### config.mk
export PLATFORM = sky130hd
export DESIGN_NAME = color_highlight_pipe
export DESIGN_NICKNAME = d
export VERILOG_FILES = /design/src/rtl/color_highlight_pipe.sv
export SDC_FILE = /design/constraint.sdc
export NUM_CORES = 1
export LEC_CHECK = 0
export ABC_CLOCK_PERIOD_IN_PS = 9100
export CORE_ASPECT_RATIO = 1.25
export CORE_MARGIN = 4
export CORE_UTILIZATION = 55
export CTS_CLUSTER_SIZE = 8
export DETAILED_ROUTE_END_ITERATION = 12
export MAX_ROUTING_LAYER = met4
export PLACE_DENSITY = 0.8
export SYNTH_ARGS = -nofsm -noshare
export SYNTH_HDL_FRONTEND = slang
export SYNTH_SLANG_ARGS = --single-unit
### constraint.sdc
create_clock -name clk -period 9.1 [get_ports clk]
set_input_delay 1.82 -clock clk [delete_from_list [all_inputs] [get_ports clk]]
set_output_delay 1.82 -clock clk [all_outputs]
set_load 0.05 [all_outputs]
### src/rtl/color_highlight_pipe.sv
// Three-stage colour-highlight pipe: pixels dominated by the selected primary are
// replaced by their luma grey level, and replaced pixels are counted per frame.
module color_highlight_pipe #(
  parameter int DW    = 8,
  parameter int CNT_W = 22
) (
  input  logic              clk,
  input  logic              rst_n,
  input  logic [1:0]        ctrl,
  input  logic [3*DW-1:0]   thresh,
  input  logic              in_valid,
  input  logic              in_sop,
  input  logic [DW-1:0]     in_r,
  input  logic [DW-1:0]     in_g,
  input  logic [DW-1:0]     in_b,
  output logic              out_valid,
  output logic              out_sop,
  output logic [DW-1:0]     out_r,
  output logic [DW-1:0]     out_g,
  output logic [DW-1:0]     out_b,
  output logic [CNT_W-1:0]  hit_count,
  output logic              frame_done
);

  // One bit of headroom over the score range keeps the signed compare simple.
  localparam int SW = 3*DW + 3;
  localparam int LW = DW + 8;
  localparam logic [1:0] MODE_BYPASS = 2'b11;

  // Stage 1 registers
  logic                 s1_valid_q, s1_valid_d, s1_sop_q, s1_sop_d;
  logic [1:0]           s1_mode_q, s1_mode_d;
  logic [3*DW-1:0]      s1_thresh_q, s1_thresh_d;
  logic [DW-1:0]        s1_r_q, s1_r_d, s1_g_q, s1_g_d, s1_b_q, s1_b_d, s1_c_q, s1_c_d;
  logic signed [DW:0]   s1_da_q, s1_da_d, s1_db_q, s1_db_d;
  logic [LW-1:0]        s1_lr_q, s1_lr_d, s1_lg_q, s1_lg_d, s1_lb_q, s1_lb_d;

  // Stage 2 registers
  logic                 s2_valid_q, s2_valid_d, s2_sop_q, s2_sop_d;
  logic [1:0]           s2_mode_q, s2_mode_d;
  logic [3*DW-1:0]      s2_thresh_q, s2_thresh_d;
  logic [DW-1:0]        s2_r_q, s2_r_d, s2_g_q, s2_g_d, s2_b_q, s2_b_d, s2_c_q, s2_c_d;
  logic signed [2*DW+1:0] s2_pd_q, s2_pd_d;
  logic [LW-1:0]        s2_luma_q, s2_luma_d;

  // Stage 3 / output and frame counter registers
  logic                 out_valid_q, out_valid_d, out_sop_q, out_sop_d;
  logic [DW-1:0]        out_r_q, out_r_d, out_g_q, out_g_d, out_b_q, out_b_d;
  logic [CNT_W-1:0]     hit_count_q, hit_count_d, acc_q, acc_d;
  logic                 frame_done_q, frame_done_d, seen_q, seen_d;

  logic [DW-1:0]        c_sel, a_sel, b_sel;
  logic signed [SW-1:0] c_ext, pd_ext, thr_ext, score;
  logic [DW-1:0]        gs;
  logic                 hit;

  always_comb begin
    c_sel = in_b;
    a_sel = in_r;
    b_sel = in_g;
    case (ctrl)
      2'b00:   begin c_sel = in_r; a_sel = in_g; b_sel = in_b; end
      2'b01:   begin c_sel = in_g; a_sel = in_r; b_sel = in_b; end
      default: begin c_sel = in_b; a_sel = in_r; b_sel = in_g; end
    endcase

    s1_valid_d  = in_valid;
    s1_sop_d    = in_valid & in_sop;
    s1_mode_d   = ctrl;
    s1_thresh_d = thresh;
    s1_r_d      = in_r;
    s1_g_d      = in_g;
    s1_b_d      = in_b;
    s1_c_d      = c_sel;
    s1_da_d     = $signed({1'b0, c_sel}) - $signed({1'b0, a_sel});
    s1_db_d     = $signed({1'b0, c_sel}) - $signed({1'b0, b_sel});
    s1_lr_d     = LW'(77)  * LW'(in_r);
    s1_lg_d     = LW'(150) * LW'(in_g);
    s1_lb_d     = LW'(29)  * LW'(in_b);
  end

  always_comb begin
    s2_valid_d  = s1_valid_q;
    s2_sop_d    = s1_sop_q;
    s2_mode_d   = s1_mode_q;
    s2_thresh_d = s1_thresh_q;
    s2_r_d      = s1_r_q;
    s2_g_d      = s1_g_q;
    s2_b_d      = s1_b_q;
    s2_c_d      = s1_c_q;
    s2_pd_d     = s1_da_q * s1_db_q;
    s2_luma_d   = s1_lr_q + s1_lg_q + s1_lb_q;
  end

  always_comb begin
    c_ext   = SW'($signed({1'b0, s2_c_q}));
    pd_ext  = SW'(s2_pd_q);
    thr_ext = $signed(SW'(s2_thresh_q));
    score   = c_ext * pd_ext;
    gs      = s2_luma_q[LW-1:8];
    hit     = s2_valid_q && (s2_mode_q != MODE_BYPASS) && (score > thr_ext);

    out_valid_d  = s2_valid_q;
    out_sop_d    = s2_valid_q & s2_sop_q;
    out_r_d      = out_r_q;
    out_g_d      = out_g_q;
    out_b_d      = out_b_q;
    hit_count_d  = hit_count_q;
    acc_d        = acc_q;
    seen_d       = seen_q;
    frame_done_d = 1'b0;

    if (s2_valid_q) begin
      out_r_d = hit ? gs : s2_r_q;
      out_g_d = hit ? gs : s2_g_q;
      out_b_d = hit ? gs : s2_b_q;
      if (s2_sop_q) begin
        // The first sop after reset has no preceding frame to report.
        if (seen_q) begin
          hit_count_d  = acc_q;
          frame_done_d = 1'b1;
        end
        acc_d  = CNT_W'(hit);
        seen_d = 1'b1;
      end else if (hit && (acc_q != {CNT_W{1'b1}})) begin
        acc_d = acc_q + 1'b1;
      end
    end
  end

  always_ff @(posedge clk or negedge rst_n) begin
    if (!rst_n) begin
      s1_valid_q <= 1'b0;  s1_sop_q <= 1'b0;  s1_mode_q <= '0;  s1_thresh_q <= '0;
      s1_r_q <= '0;  s1_g_q <= '0;  s1_b_q <= '0;  s1_c_q <= '0;
      s1_da_q <= '0;  s1_db_q <= '0;  s1_lr_q <= '0;  s1_lg_q <= '0;  s1_lb_q <= '0;
      s2_valid_q <= 1'b0;  s2_sop_q <= 1'b0;  s2_mode_q <= '0;  s2_thresh_q <= '0;
      s2_r_q <= '0;  s2_g_q <= '0;  s2_b_q <= '0;  s2_c_q <= '0;
      s2_pd_q <= '0;  s2_luma_q <= '0;
      out_valid_q <= 1'b0;  out_sop_q <= 1'b0;
      out_r_q <= '0;  out_g_q <= '0;  out_b_q <= '0;
      hit_count_q <= '0;  acc_q <= '0;  frame_done_q <= 1'b0;  seen_q <= 1'b0;
    end else begin
      s1_valid_q <= s1_valid_d;  s1_sop_q <= s1_sop_d;  s1_mode_q <= s1_mode_d;
      s1_thresh_q <= s1_thresh_d;
      s1_r_q <= s1_r_d;  s1_g_q <= s1_g_d;  s1_b_q <= s1_b_d;  s1_c_q <= s1_c_d;
      s1_da_q <= s1_da_d;  s1_db_q <= s1_db_d;
      s1_lr_q <= s1_lr_d;  s1_lg_q <= s1_lg_d;  s1_lb_q <= s1_lb_d;
      s2_valid_q <= s2_valid_d;  s2_sop_q <= s2_sop_d;  s2_mode_q <= s2_mode_d;
      s2_thresh_q <= s2_thresh_d;
      s2_r_q <= s2_r_d;  s2_g_q <= s2_g_d;  s2_b_q <= s2_b_d;  s2_c_q <= s2_c_d;
      s2_pd_q <= s2_pd_d;  s2_luma_q <= s2_luma_d;
      out_valid_q <= out_valid_d;  out_sop_q <= out_sop_d;
      out_r_q <= out_r_d;  out_g_q <= out_g_d;  out_b_q <= out_b_d;
      hit_count_q <= hit_count_d;  acc_q <= acc_d;
      frame_done_q <= frame_done_d;  seen_q <= seen_d;
    end
  end

  assign out_valid  = out_valid_q;
  assign out_sop    = out_sop_q;
  assign out_r      = out_r_q;
  assign out_g      = out_g_q;
  assign out_b      = out_b_q;
  assign hit_count  = hit_count_q;
  assign frame_done = frame_done_q;

endmodule

* Word-level counts from Yosys, hierarchy flattened
Index checks and enable logic that the tools add are counted.
** Operators by class
- Add/subtract/negate cells :: 5
- Multipliers :: 5
- Magnitude comparators :: 1
- Equality and inequality tests :: 3
- Muxes and demuxes :: 11
- Bitwise logic cells :: 2
- Reductions and logical operators :: 9
** Operator list (number)
- 2-to-1 mux 22 bit :: 2
- 2-to-1 mux 8 bit :: 5
- multiplier 7 x 8 -> 15 bit, first input constant :: 2
- > comparator 27 x 25 -> 1 bit :: 1
- multiplier 9 x 18 -> 27 bit :: 1
- adder 22 x 1 -> 22 bit, second input constant :: 1
- != test 22 bit, second input constant :: 1
- multiplier 9 x 9 -> 18 bit :: 1
- subtractor 8 x 8 -> 9 bit :: 2
- adder 15 x 16 -> 16 bit :: 1
- adder 16 x 13 -> 16 bit :: 1
- case mux 8 bit (2 select lines) :: 1
- multiplier 5 x 8 -> 13 bit, first input constant :: 1
- AND reduction 2 bit :: 2
- logical AND 1 bit :: 3
- 2-to-1 mux 1 bit :: 3
- AND reduction 3 bit :: 1
- bitwise AND 1 bit :: 2
- == test 2 x 1 -> 1 bit, second input constant :: 1
- logical NOT 2 bit :: 1
- != test 2 bit, second input constant :: 1
- nonzero test 2 bit :: 1
- OR reduction 2 bit :: 1
** Storage, ports and cells
- Flip-flop bits (word level) :: 287
- Bits of input ports :: 54
- Output and inout port bits :: 49
- Logic and storage cells :: 68

* Logic depth before layout (Yosys ltp)
Gate-level depths: netlist (run 1).
- Depth after elaboration :: 6
- Depth in mapped cells :: 32
- Mapped depth without buffers :: 29

* Least setup slack after synthesis (run 1)
Ideal clock, no wire load.
- Path type :: flip-flop to flip-flop
- Start point :: register s2_c_q[2]
- End point :: register out_g_q[5], in the netlist out_g[5]
- Library setup time :: 126 ps
- Arrival time :: 6890 ps
- Data required time :: 8974 ps
- Slack :: 2084 ps
- Stages on the path, launching flop included :: 31
- Buffers on the path :: 4
- Period minus slack after synthesis :: 7016 ps
- Cell sequence :: dfrtp_1 -> clkbuf_1 -> clkbuf_1 -> nand2_1 -> fa_1 -> inv_1 -> fa_1 -> fa_1 -> inv_1 -> fa_1 -> inv_1 -> ha_1 -> or4_1 -> o2111ai_2 -> a21oi_1 -> nor3_1 -> o21ai_0 -> a21o_1 -> a21oi_1 -> xnor2_1 -> ha_1 -> a211oi_1 -> o21ai_0 -> a211oi_1 -> o21ai_0 -> o211ai_1 -> nand4b_1 -> o21a_1 -> buf_4 -> buf_6 -> a221o_1
** On the way
- Cells in the longest elaborated chain, start to end :: 4
** Ends and longest elaborated chain
- start: declaration :: line 42 : logic [DW-1:0] s2_r_q, s2_r_d, s2_g_q, s2_g_d, s2_b_q, s2_b_d, s2_c_q, s2_c_d;
- start signal: assignment :: line 137 : s2_r_q <= '0; s2_g_q <= '0; s2_b_q <= '0; s2_c_q <= '0;
- start signal: assignment :: line 150 : s2_r_q <= s2_r_d; s2_g_q <= s2_g_d; s2_b_q <= s2_b_d; s2_c_q <= s2_c_d;
- multiplier 9 x 18 -> 27 bit :: line 99 : score = c_ext * pd_ext;
- > comparator 27 x 25 -> 1 bit :: line 101 : hit = s2_valid_q && (s2_mode_q != MODE_BYPASS) && (score > thr_ext);
- logical AND 1 bit :: line 101
- 2-to-1 mux 8 bit :: line 115 : out_g_d = hit ? gs : s2_g_q;
- end signal: assignment :: line 153 : out_r_q <= out_r_d; out_g_q <= out_g_d; out_b_q <= out_b_d;
- end: declaration :: line 48 : logic [DW-1:0] out_r_q, out_r_d, out_g_q, out_g_d, out_b_q, out_b_d;
No other way between the ends.
A chain may end at the register's enable or synchronous reset.

* Worst setup path in the final report (run 1)
- Start point :: register s2_c_q[5]
- End point :: register acc_q[11]
** On the way
- Cells in the longest elaborated chain, start to end :: 6
** Ends and longest elaborated chain
- multiplier 9 x 18 -> 27 bit :: line 99
- > comparator 27 x 25 -> 1 bit :: line 101
- logical AND 1 bit :: line 101
- logical AND 1 bit :: line 125 : end else if (hit && (acc_q != {CNT_W{1'b1}})) begin
- nonzero test 2 bit (no source line)
- AND reduction 2 bit (no source line)
- end signal: assignment :: line 141 : hit_count_q <= '0; acc_q <= '0; frame_done_q <= 1'b0; seen_q <= 1'b0;
- end signal: assignment :: line 154 : hit_count_q <= hit_count_d; acc_q <= acc_d;
- end: declaration :: line 49 : logic [CNT_W-1:0] hit_count_q, hit_count_d, acc_q, acc_d;
No other way between the ends.

==> impl_metrics.json, run 1 <==
{
  "cts_hold_buf": 0,
  "synthArstFlopShare_pct": 100,
  "synth_seq_cells": 274,
  "place.gp.congestion": 0.883,
  "reg2reg_from": "s2_c_q[5]$_DFF_PN0_",
  "drt-met1-wl_um": 18300,
  "vias": 15000,
  "cts_buffers": 40,
  "postCtsSetupRepairBufs": 0,
  "worst-r2r-setup-slack_ps": 1070,
  "critical_path.slowest_cell": "dfrtp_1",
  "setup_violations": 0,
  "reg2reg_depth": 28,
  "netlist_area_um2": 21600,
  "arrival_ps": 8470,
  "diodes": 0,
  "wl_met2_um": 25900,
  "drt_wl_total_um": 48400,
  "syn_avg_cell_area_um2": 10.4,
  "fp.dieW_um": 185,
  "dieArea_um2": 42500,
  "grt_usage_pct": 24.0,
  "required_ps": 9530,
  "grt_pass1_vias": 16700,
  "crit_path_start": "s2_c_q[5]$_DFF_PN0_",
  "synth_common_cells": "inv_1 (381), dfrtp_1 (274), ha_1 (246)",
  "syn-num-nets": 2592,
  "slew_violations": 0,
  "synth_cells": 2068,
  "nets": 2687,
  "fp.dieH_um": 230,
  "cap_violations": 0,
  "antenna_found_initial": 0,
  "io_pins": 103,
  "critPathCaptureType": "flip-flop",
  "finalCriticalPeriod_ps": 8030,
  "cts_max_path_buffers": 3,
  "hold_viol": 0,
  "synth_compound_area_share_pct": 8.41,
  "synthFlopType": "dfrtp_1",
  "max-slew-margin-rel_pct": 29.7,
  "drc": 0,
  "rr_endpoint": "acc_q[11]$_DFFE_PN0P_",
  "finClkSkew_ps": 43.2,
  "cts-root-buf": "clkbuf_16",
  "crit_fanout": 27,
  "drive_above_1_share_pct": 3.88,
  "area_growth_pct": 12.0,
  "hpwl_um": 36500,
  "status": "finished clean",
  "synth_cell_types": 67,
  "worst_pin_slew_ps": 1050,
  "hp-class": "flip-flop to flip-flop",
  "fin_setup_tns_ps": 0,
  "globalRouteOverflowTotal": 0,
  "wl_met3_um": 2170,
  "max_freq_mhz": 124,
  "htree_num_levels": 2,
  "row_count": 80,
  "drt_pass1_iterations": 5,
  "synth_fa_ha_area_share_pct": 35.0,
  "grt_max_degree": 141,
  "whs_ps": 342,
  "yosysSeqAreaShare_pct": 31.8,
  "synth_area_leaders": "dfrtp_1 (32%), fa_1 (21%), ha_1 (14%)",
  "initial_utilization_pct": 56.2,
  "yosysTopAreaCell": "dfrtp_1",
  "avgRoutedWirePerCell_um": 18.2,
  "cts_resized": 0,
  "top_layer": "met4",
  "clk_pin_slew_worst_paths_ps": 50,
  "synth-xor-area-share_pct": 3.53,
  "drt.antenna.violating_nets": 0,
  "synth-edff-count": 0,
  "clock-sinks": 274,
  "synth-simple-area-share_pct": 11.8,
  "drt_iter0_drc": 902,
  "synth_top_area_share_pct": 31.8,
  "fill_cells": 3025,
  "max_stage_delay_ps": 690,
  "synth_top_family_by_area": "adder cells",
  "synthMuxAreaShare_pct": 1.81,
  "insertion_delay_ps": 550,
  "endpoint": "acc_q[11]$_DFFE_PN0P_",
  "cp_common_cell": "fa_1",
  "portBuffers": 102,
  "rsz0062_at_grt": "false",
  "grt_pass1_wl_um": 80600,
  "yosysWarnings": 0,
  "start_kind": "flip-flop",
  "cts_tree": "built",
  "viasPerCell": 5.66,
  "coreArea_um2": 38400,
  "post-route-period-util_pct": 88.3,
  "synth_most_common_cell": "inv_1",
  "worstSetupPathType": "flip-flop to flip-flop"
}
-- cells in the final DEF (no fill, tap or decap), types with 6 or more instances in the layout --
| cell type | instances |
|---|---|
| o21ai_0 | 43 |
| a21oi_1 | 71 |
| nor2_1 | 57 |
| mux2i_1 | 21 |
| nor4_1 | 6 |
| xnor2_1 | 62 |
| xor2_1 | 25 |
| dfrtp_1 | 274 |
| a21o_1 | 31 |
| nand4_1 | 9 |
| ha_1 | 246 |
| nand3_1 | 37 |
| and4_1 | 7 |
| fa_1 | 224 |
| clkbuf_16 | 40 |
| inv_1 | 381 |
| o21bai_1 | 18 |
| and2_1 | 105 |
| a221o_1 | 28 |
| nor2b_1 | 12 |
| nor3_1 | 19 |
| nand2b_1 | 15 |
| nand2_1 | 173 |
| and3_1 | 39 |
| clkdlybuf4s50_1 | 101 |
| a211oi_1 | 11 |
| o21a_1 | 9 |
| o211ai_1 | 10 |
| mux2_2 | 16 |
-- how the worst min path moves through the flow --
stage                            from                endpoint  slack [ps]  cells past startpoint
3_3_place_gp      s1_c_q[7]$_DFF_PN0_     s2_c_q[7]$_DFF_PN0_         330                      0
5_1_grt        s1_mode_q[0]$_DFF_PN0_  s2_mode_q[0]$_DFF_PN0_         350                      0
2_1_floorplan    s1_valid_q$_DFF_PN0_   out_valid_d$_DFF_PN0_         330                      0
6_report          s1_c_q[2]$_DFF_PN0_     s2_c_q[2]$_DFF_PN0_         340                      0
4_1_cts           s1_c_q[2]$_DFF_PN0_     s2_c_q[2]$_DFF_PN0_         340                      0
3_5_place_dp      s1_g_q[1]$_DFF_PN0_     s2_g_q[1]$_DFF_PN0_         330                      0
-- state kept, by name, indices dropped and copies added, names as in the netlist, 9 cells and up --
signal	flops
s1_lg_q	14
s1_db_q	9
acc_q	22
s1_lr_q	13
s1_da_q	9
hit_count	22
s2_pd_q	18
s1_thresh_q	24
s1_lb_q	11
s2_thresh_q	24
-- routing by layer --
layer	vias up	track usage (%)
met3	137	3.11
met1	7598	28.0
met4	0	9.55
li1	6853	-
met2	459	42.0
met5	-	-
-- stage by stage --
| step | std cells | util, % | area, um2 | worst slack [ps] |
|---|---|---|---|---|
| after CTS | 2658 | 62.9 | 24200 | 1180 |
| after detailed placement | 2613 | 60.0 | 23100 | 1150 |
| after global placement | 2613 | 60.0 | 23100 | 1310 |
| after floorplan | 2068 | - | 21600 | 2080 |
| after global routing | 2658 | 62.9 | 24200 | 550 |
| final | 2658 | 62.9 | 24200 | 1070 |
-- final cells by class --
type                            instances  area, um2  area share, %
Timing Repair Buffer                  107       1080           4.45
Tap cell                              492        616           2.55
Clock inverter                          4        110          0.455
Clock buffer                           41       1010           4.20
Sequential cell                       274       6860           28.4
Inverter                              381       1430           5.91
Multi-Input combinational cell       1359      13100           54.1
-- cells by family (layout without fill, tap and decap cells) --
group,count (synthesis),after routing
buffers and inverters,435,533
AOI/OAI and AO/OA,263,263
adders and majority gates,470,470
and+or+nand+nor,502,502
muxes,37,37
xor gates and xnor gates,87,87
DFF,274,274
-- critical path: cells and delay by family (launching register included) --
| family | cells | cell delay [ps] |
|---|---|---|
| xor gates and xnor gates | 1 | 80 |
| AOI/OAI and AO/OA | 12 | 2640 |
| buffers and inverters | 4 | 510 |
| DFF | 1 | 690 |
| adders and majority gates | 6 | 2510 |
| and+or+nand+nor | 5 | 1500 |
Power of run 1 is not shown: default switching activity piles up to over one toggle a cycle in this logic, so the estimate is an artifact.
==> inputs of run 2 (changes only) <==
- CORE_UTILIZATION: 55 -> 62
- PLACE_DENSITY: 0.8 -> 0.88
==> run 2 against run 1 <==
Sequential share of layout area increased by 0.090 points. Count of clock-buffer cells in the layout decreased by 1. Core utilization increased by 7.1 points. Clock skew decreased by 7.5 ps. Via count increased by 2.0%. Hold slack got worse by 12 ps. Fmax decreased by 1.0%. Final area decreased by 0.32%. Final cell count decreased by 0.90%. Die area decreased by 11%. Critical path type unchanged. Critical endpoint is now out_r[4]$_DFFE_PN0P_. Largest cell class unchanged. Highest routed layer unchanged.
==> impl_metrics.json, run 2 (same netlist as run 1, synthesis figures left out) <==
{
  "status": "finished clean",
  "hold_viol": 0,
  "diodes": 0,
  "largestRegisters": "s1_thresh_q: 24 flops, s2_thresh_q: 24 flops",
  "finClkSkew_ps": 35.7,
  "post-route-util_pct": 70.0,
  "initial_utilization_pct": 62.7,
  "final_cell_mix": "inv_1 (381), dfrtp_1 (274), ha_1 (246)",
  "grt_busiest_layer": "met2",
  "setup_violations": 0,
  "insertion_delay_ps": 540,
  "cts_max_path_buffers": 3,
  "post-route-period-util_pct": 89.2,
  "cts_tree": "built",
  "clk_pin_slew_worst_paths_ps": 50,
  "cts_hold_buf": 0,
  "io_pins": 103,
  "htree_num_levels": 2,
  "grt_pass1_vias": 16900,
  "max-slew-margin-rel_pct": 17.1,
  "hp-class": "flip-flop to flip-flop",
  "fin_setup_tns_ps": 0,
  "drc": 0,
  "fill_cells": 2406,
  "cap_violations": 0,
  "row_count": 76,
  "drt_pass1_iterations": 5,
  "area_growth_pct": 11.6,
  "critPathCaptureType": "flip-flop",
  "viasPerCell": 5.83,
  "slew_violations": 0,
  "gr-usage-met2_pct": 50.2,
  "globalRouteOverflowTotal": 0,
  "critical_path.slowest_cell": "o21ai_2",
  "max_freq_mhz": 123,
  "dieArea_um2": 37900,
  "rsz0062_at_grt": "false",
  "use_met1_pct": 31.9,
  "worst_pin_slew_ps": 1240,
  "drt_iter0_drc": 1101,
  "clock-sinks": 274,
  "drt.antenna.violating_nets": 0,
  "antenna_found_initial": 0,
  "drive_above_1_share_pct": 3.88,
  "coreArea_um2": 34400,
  "nets": 2687,
  "cts-root-buf": "clkbuf_16",
  "worstSetupPathType": "flip-flop to flip-flop",
  "postCtsSetupRepairBufs": 0,
  "avgRoutedWirePerCell_um": 19.3,
  "arrival_ps": 8590,
  "drt_wl_total_um": 50900,
  "cts_buffers": 40,
  "fp.dieW_um": 175,
  "place.gp.congestion": 0.908,
  "required_ps": 9570,
  "portBuffers": 102,
  "grt_pass1_wl_um": 84000,
  "max_stage_delay_ps": 760,
  "crit_fanout": 21,
  "fp.dieH_um": 217,
  "regArea_um2": 6860,
  "multi_input_area_um2": 13100,
  "finalCriticalPeriod_ps": 8120,
  "layout_commonest_cell": "inv_1",
  "use_met3_pct": 3.19,
  "cp_common_cell": "fa_1",
  "cts_resized": 0,
  "grt_usage_pct": 28.2,
  "hpwl_um": 37900,
  "start_kind": "flip-flop",
  "vias": 15300,
  "grt_max_degree": 106
}
-- run 2: layer usage --
metal,wire length [um],vias to the layer above
li1,-,6860
met1,18400,7721
met2,27200,576
met3,2450,192
met4,2810,0
met5,0,-
-- run 2: per-stage QoR --
step | cells | area, um2 | setup WS (ps) | hold WS [ps]
global route | 2634 | 24100 | 480 | 342
floorplan | 2068 | 21600 | 2080 | 331
detailed placement | 2589 | 23000 | 1140 | 335
CTS | 2634 | 24100 | 1080 | 330
finish | 2634 | 24100 | 985 | 330
global placement | 2589 | 23000 | 1290 | 331
-- run 2: worst paths after layout --
check                      depth (start not counted)  slack [ps]                     start                  endpoint
setup / recovery                                  28         980       s2_c_q[2]$_DFF_PN0_      out_r[4]$_DFFE_PN0P_
hold / removal                                     0         330  s1_thresh_q[2]$_DFF_PN0_  s2_thresh_q[2]$_DFF_PN0_
setup reg to reg                                  28         980       s2_c_q[2]$_DFF_PN0_      out_r[4]$_DFFE_PN0P_
hold reg to reg                                    0         330  s1_thresh_q[2]$_DFF_PN0_  s2_thresh_q[2]$_DFF_PN0_
max in group asynchronous                          2        6160                     rst_n      s2_pd_q[5]$_DFF_PN0_
min in group asynchronous                          1        1310                     rst_n     s1_lg_q[14]$_DFF_PN0_
-- run 2: final cells by class --
class	count	share of cell area (%)
Multi-Input combinational cell	1359	54.2
Sequential cell	274	28.4
Tap cell	468	2.43
Timing Repair Buffer	107	4.41
Clock buffer	40	4.15
Clock inverter	5	0.374
Inverter	381	5.93
-- run 2: critical path: cells and delay by family (launching register included) --
kind                       cells  cell delay, ps
AOI/OAI and AO/OA             12            2720
buffers and inverters          4             510
adders and majority gates      6            2520
xor gates and xnor gates       1              80
DFF                            1             720
and+or+nand+nor                5            1510
Power of run 2 is left out for the same reason.
==> inputs of run 3 (changes only) <==
- CORE_ASPECT_RATIO: 1.25 -> 1.4
- CTS_CLUSTER_DIAMETER: unset -> 150
==> run 3 against run 2 <==
Die area about the same. Global-route usage down 0.36 points. Sequential cell count unchanged. Via count down 0.37%. Core utilization up 0.30 points. First-iteration DRC count down 5.4%. Final area down 0.13%. Sequential share of layout area about the same. Critical path depth down 3. Worst setup slack better by 150 ps. Wire length down 1.6%. Highest routed layer unchanged.
==> impl_metrics.json, run 3 (same netlist as run 1, synthesis figures left out) <==
{
  "status": "finished clean",
  "arrival_ps": 8360,
  "antenna_found_initial": 0,
  "htree_num_levels": 2,
  "max_stage_delay_ps": 750,
  "cts-root-buf": "clkbuf_16",
  "crit_fanout": 32,
  "fill_cells": 2368,
  "finalCriticalPeriod_ps": 7960,
  "avgRoutedWirePerCell_um": 19.1,
  "diodes": 0,
  "cts_resized": 0,
  "drt.antenna.violating_nets": 0,
  "fp.dieH_um": 229,
  "fin_setup_tns_ps": 0,
  "required_ps": 9500,
  "viasPerCell": 5.85,
  "cap_violations": 0,
  "insertion_delay_ps": 540,
  "drt_pass1_iterations": 7,
  "max_freq_mhz": 126,
  "max-slew-margin-rel_pct": 26.1,
  "io_pins": 103,
  "clock-sinks": 274,
  "cts_max_path_buffers": 3,
  "grt_pass1_vias": 16800,
  "clk_pin_slew_worst_paths_ps": 50,
  "hold_viol": 0,
  "dieArea_um2": 37900,
  "drt_wl_total_um": 50000,
  "nets": 2687,
  "cp_common_cell": "fa_1",
  "hp-class": "flip-flop to flip-flop",
  "setup_violations": 0,
  "worst_pin_slew_ps": 1110,
  "final_area_um2": 24100,
  "area_growth_pct": 11.5,
  "cts_tree": "built",
  "coreArea_um2": 34200,
  "cp_num_buf_inv": 4,
  "drt_iter0_drc": 1042,
  "hpwl_um": 37300,
  "crit_family": "adder cells",
  "vias": 15300,
  "grt_pass1_wl_um": 83500,
  "layout_commonest_cell": "inv_1",
  "drc": 0,
  "fp.dieW_um": 166,
  "finClkSkew_ps": 32.1,
  "cts_buffers": 40,
  "grt_max_degree": 176,
  "initial_utilization_pct": 63.1,
  "cts_hold_buf": 0,
  "start_kind": "flip-flop",
  "largestRegisters": "s1_thresh_q: 24 flops, s2_thresh_q: 24 flops",
  "rsz0062_at_grt": "false",
  "drive_above_1_share_pct": 3.83,
  "post_dp_cell_area_um2": 23000,
  "grt_usage_pct": 27.9,
  "portBuffers": 102,
  "worstSetupPathType": "flip-flop to flip-flop",
  "place.gp.congestion": 0.922,
  "critPathCaptureType": "flip-flop",
  "postCtsSetupRepairBufs": 0,
  "final_cell_mix": "inv_1 (381), dfrtp_1 (274), ha_1 (246)",
  "post-route-period-util_pct": 87.5,
  "slew_violations": 0,
  "row_count": 80,
  "critical_path.slowest_cell": "dfrtp_1",
  "globalRouteOverflowTotal": 0
}
-- run 3: cell types whose count changed in the layout (fill, tap and decap cells not counted), sizes merged --
cell,before,now
clkinv,4,2
inv,382,383
-- run 3: metrics by stage --
step / util, % / hold WS (ps) / instances / worst slack (ps)
5_1_grt: 70.3 / 333 / 2616 / 551
2_1_floorplan: - / 331 / 2068 / 2080
3_5_place_dp: 67.2 / 335 / 2572 / 1240
4_1_cts: 70.3 / 324 / 2616 / 1220
3_3_place_gp: 67.2 / 331 / 2572 / 1430
6_report: 70.3 / 324 / 2616 / 1140
-- run 3: final timing paths --
check                                           endpoint                startpoint  slack [ps]  cells after the start
worst max-delay path               acc_q[14]$_DFFE_PN0P_       s2_c_q[2]$_DFF_PN0_        1140                     25
worst min-delay path            s2_thresh_q[3]$_DFF_PN0_  s1_thresh_q[3]$_DFF_PN0_         320                      0
worst max register to register     acc_q[14]$_DFFE_PN0P_       s2_c_q[2]$_DFF_PN0_        1140                     25
worst min register to register  s2_thresh_q[3]$_DFF_PN0_  s1_thresh_q[3]$_DFF_PN0_         320                      0
max in group asynchronous       s1_thresh_q[7]$_DFF_PN0_                     rst_n        6470                      2
min in group asynchronous          s1_lr_q[13]$_DFF_PN0_                     rst_n        1270                      1
-- run 3: worst register-to-register path, cell delays in order (launching register included) --
cell       delay (ps)
dfrtp_1           750
nand2_1           170
fa_1              570
inv_1              50
fa_1              510
inv_1              50
fa_1              460
fa_1              550
inv_1              50
ha_1              250
or4_1             540
o2111ai_2         230
a21oi_1           150
nor3_1            400
xnor2_1           130
ha_1              320
nand3_1            80
or3_1             420
or3_1             390
o22ai_1           190
o211ai_1          120
nand4b_1          150
o21a_1            550
buf_4             440
a311o_1           230
o211ai_1          100
-- run 3: routing by layer --
layer	routed length [um]	GRT usage, %	vias up
met4	3000	14.4	0
met2	26900	49.5	550
li1	-	-	6850
met3	2530	3.43	195
met1	17600	30.7	7697
met5	0	-	-
-- run 3: area by class of cell --
class	count	area, um2	share of cell area, %
well taps	451	564	2.34
clock inverters	4	67.6	0.281
repair buffers	107	1080	4.47
multi-input cells	1359	13100	54.3
flip-flops and latches	274	6860	28.5
clock buffers	40	1000	4.16
inverters	381	1430	5.94
Power of run 3 is left out for the same reason.
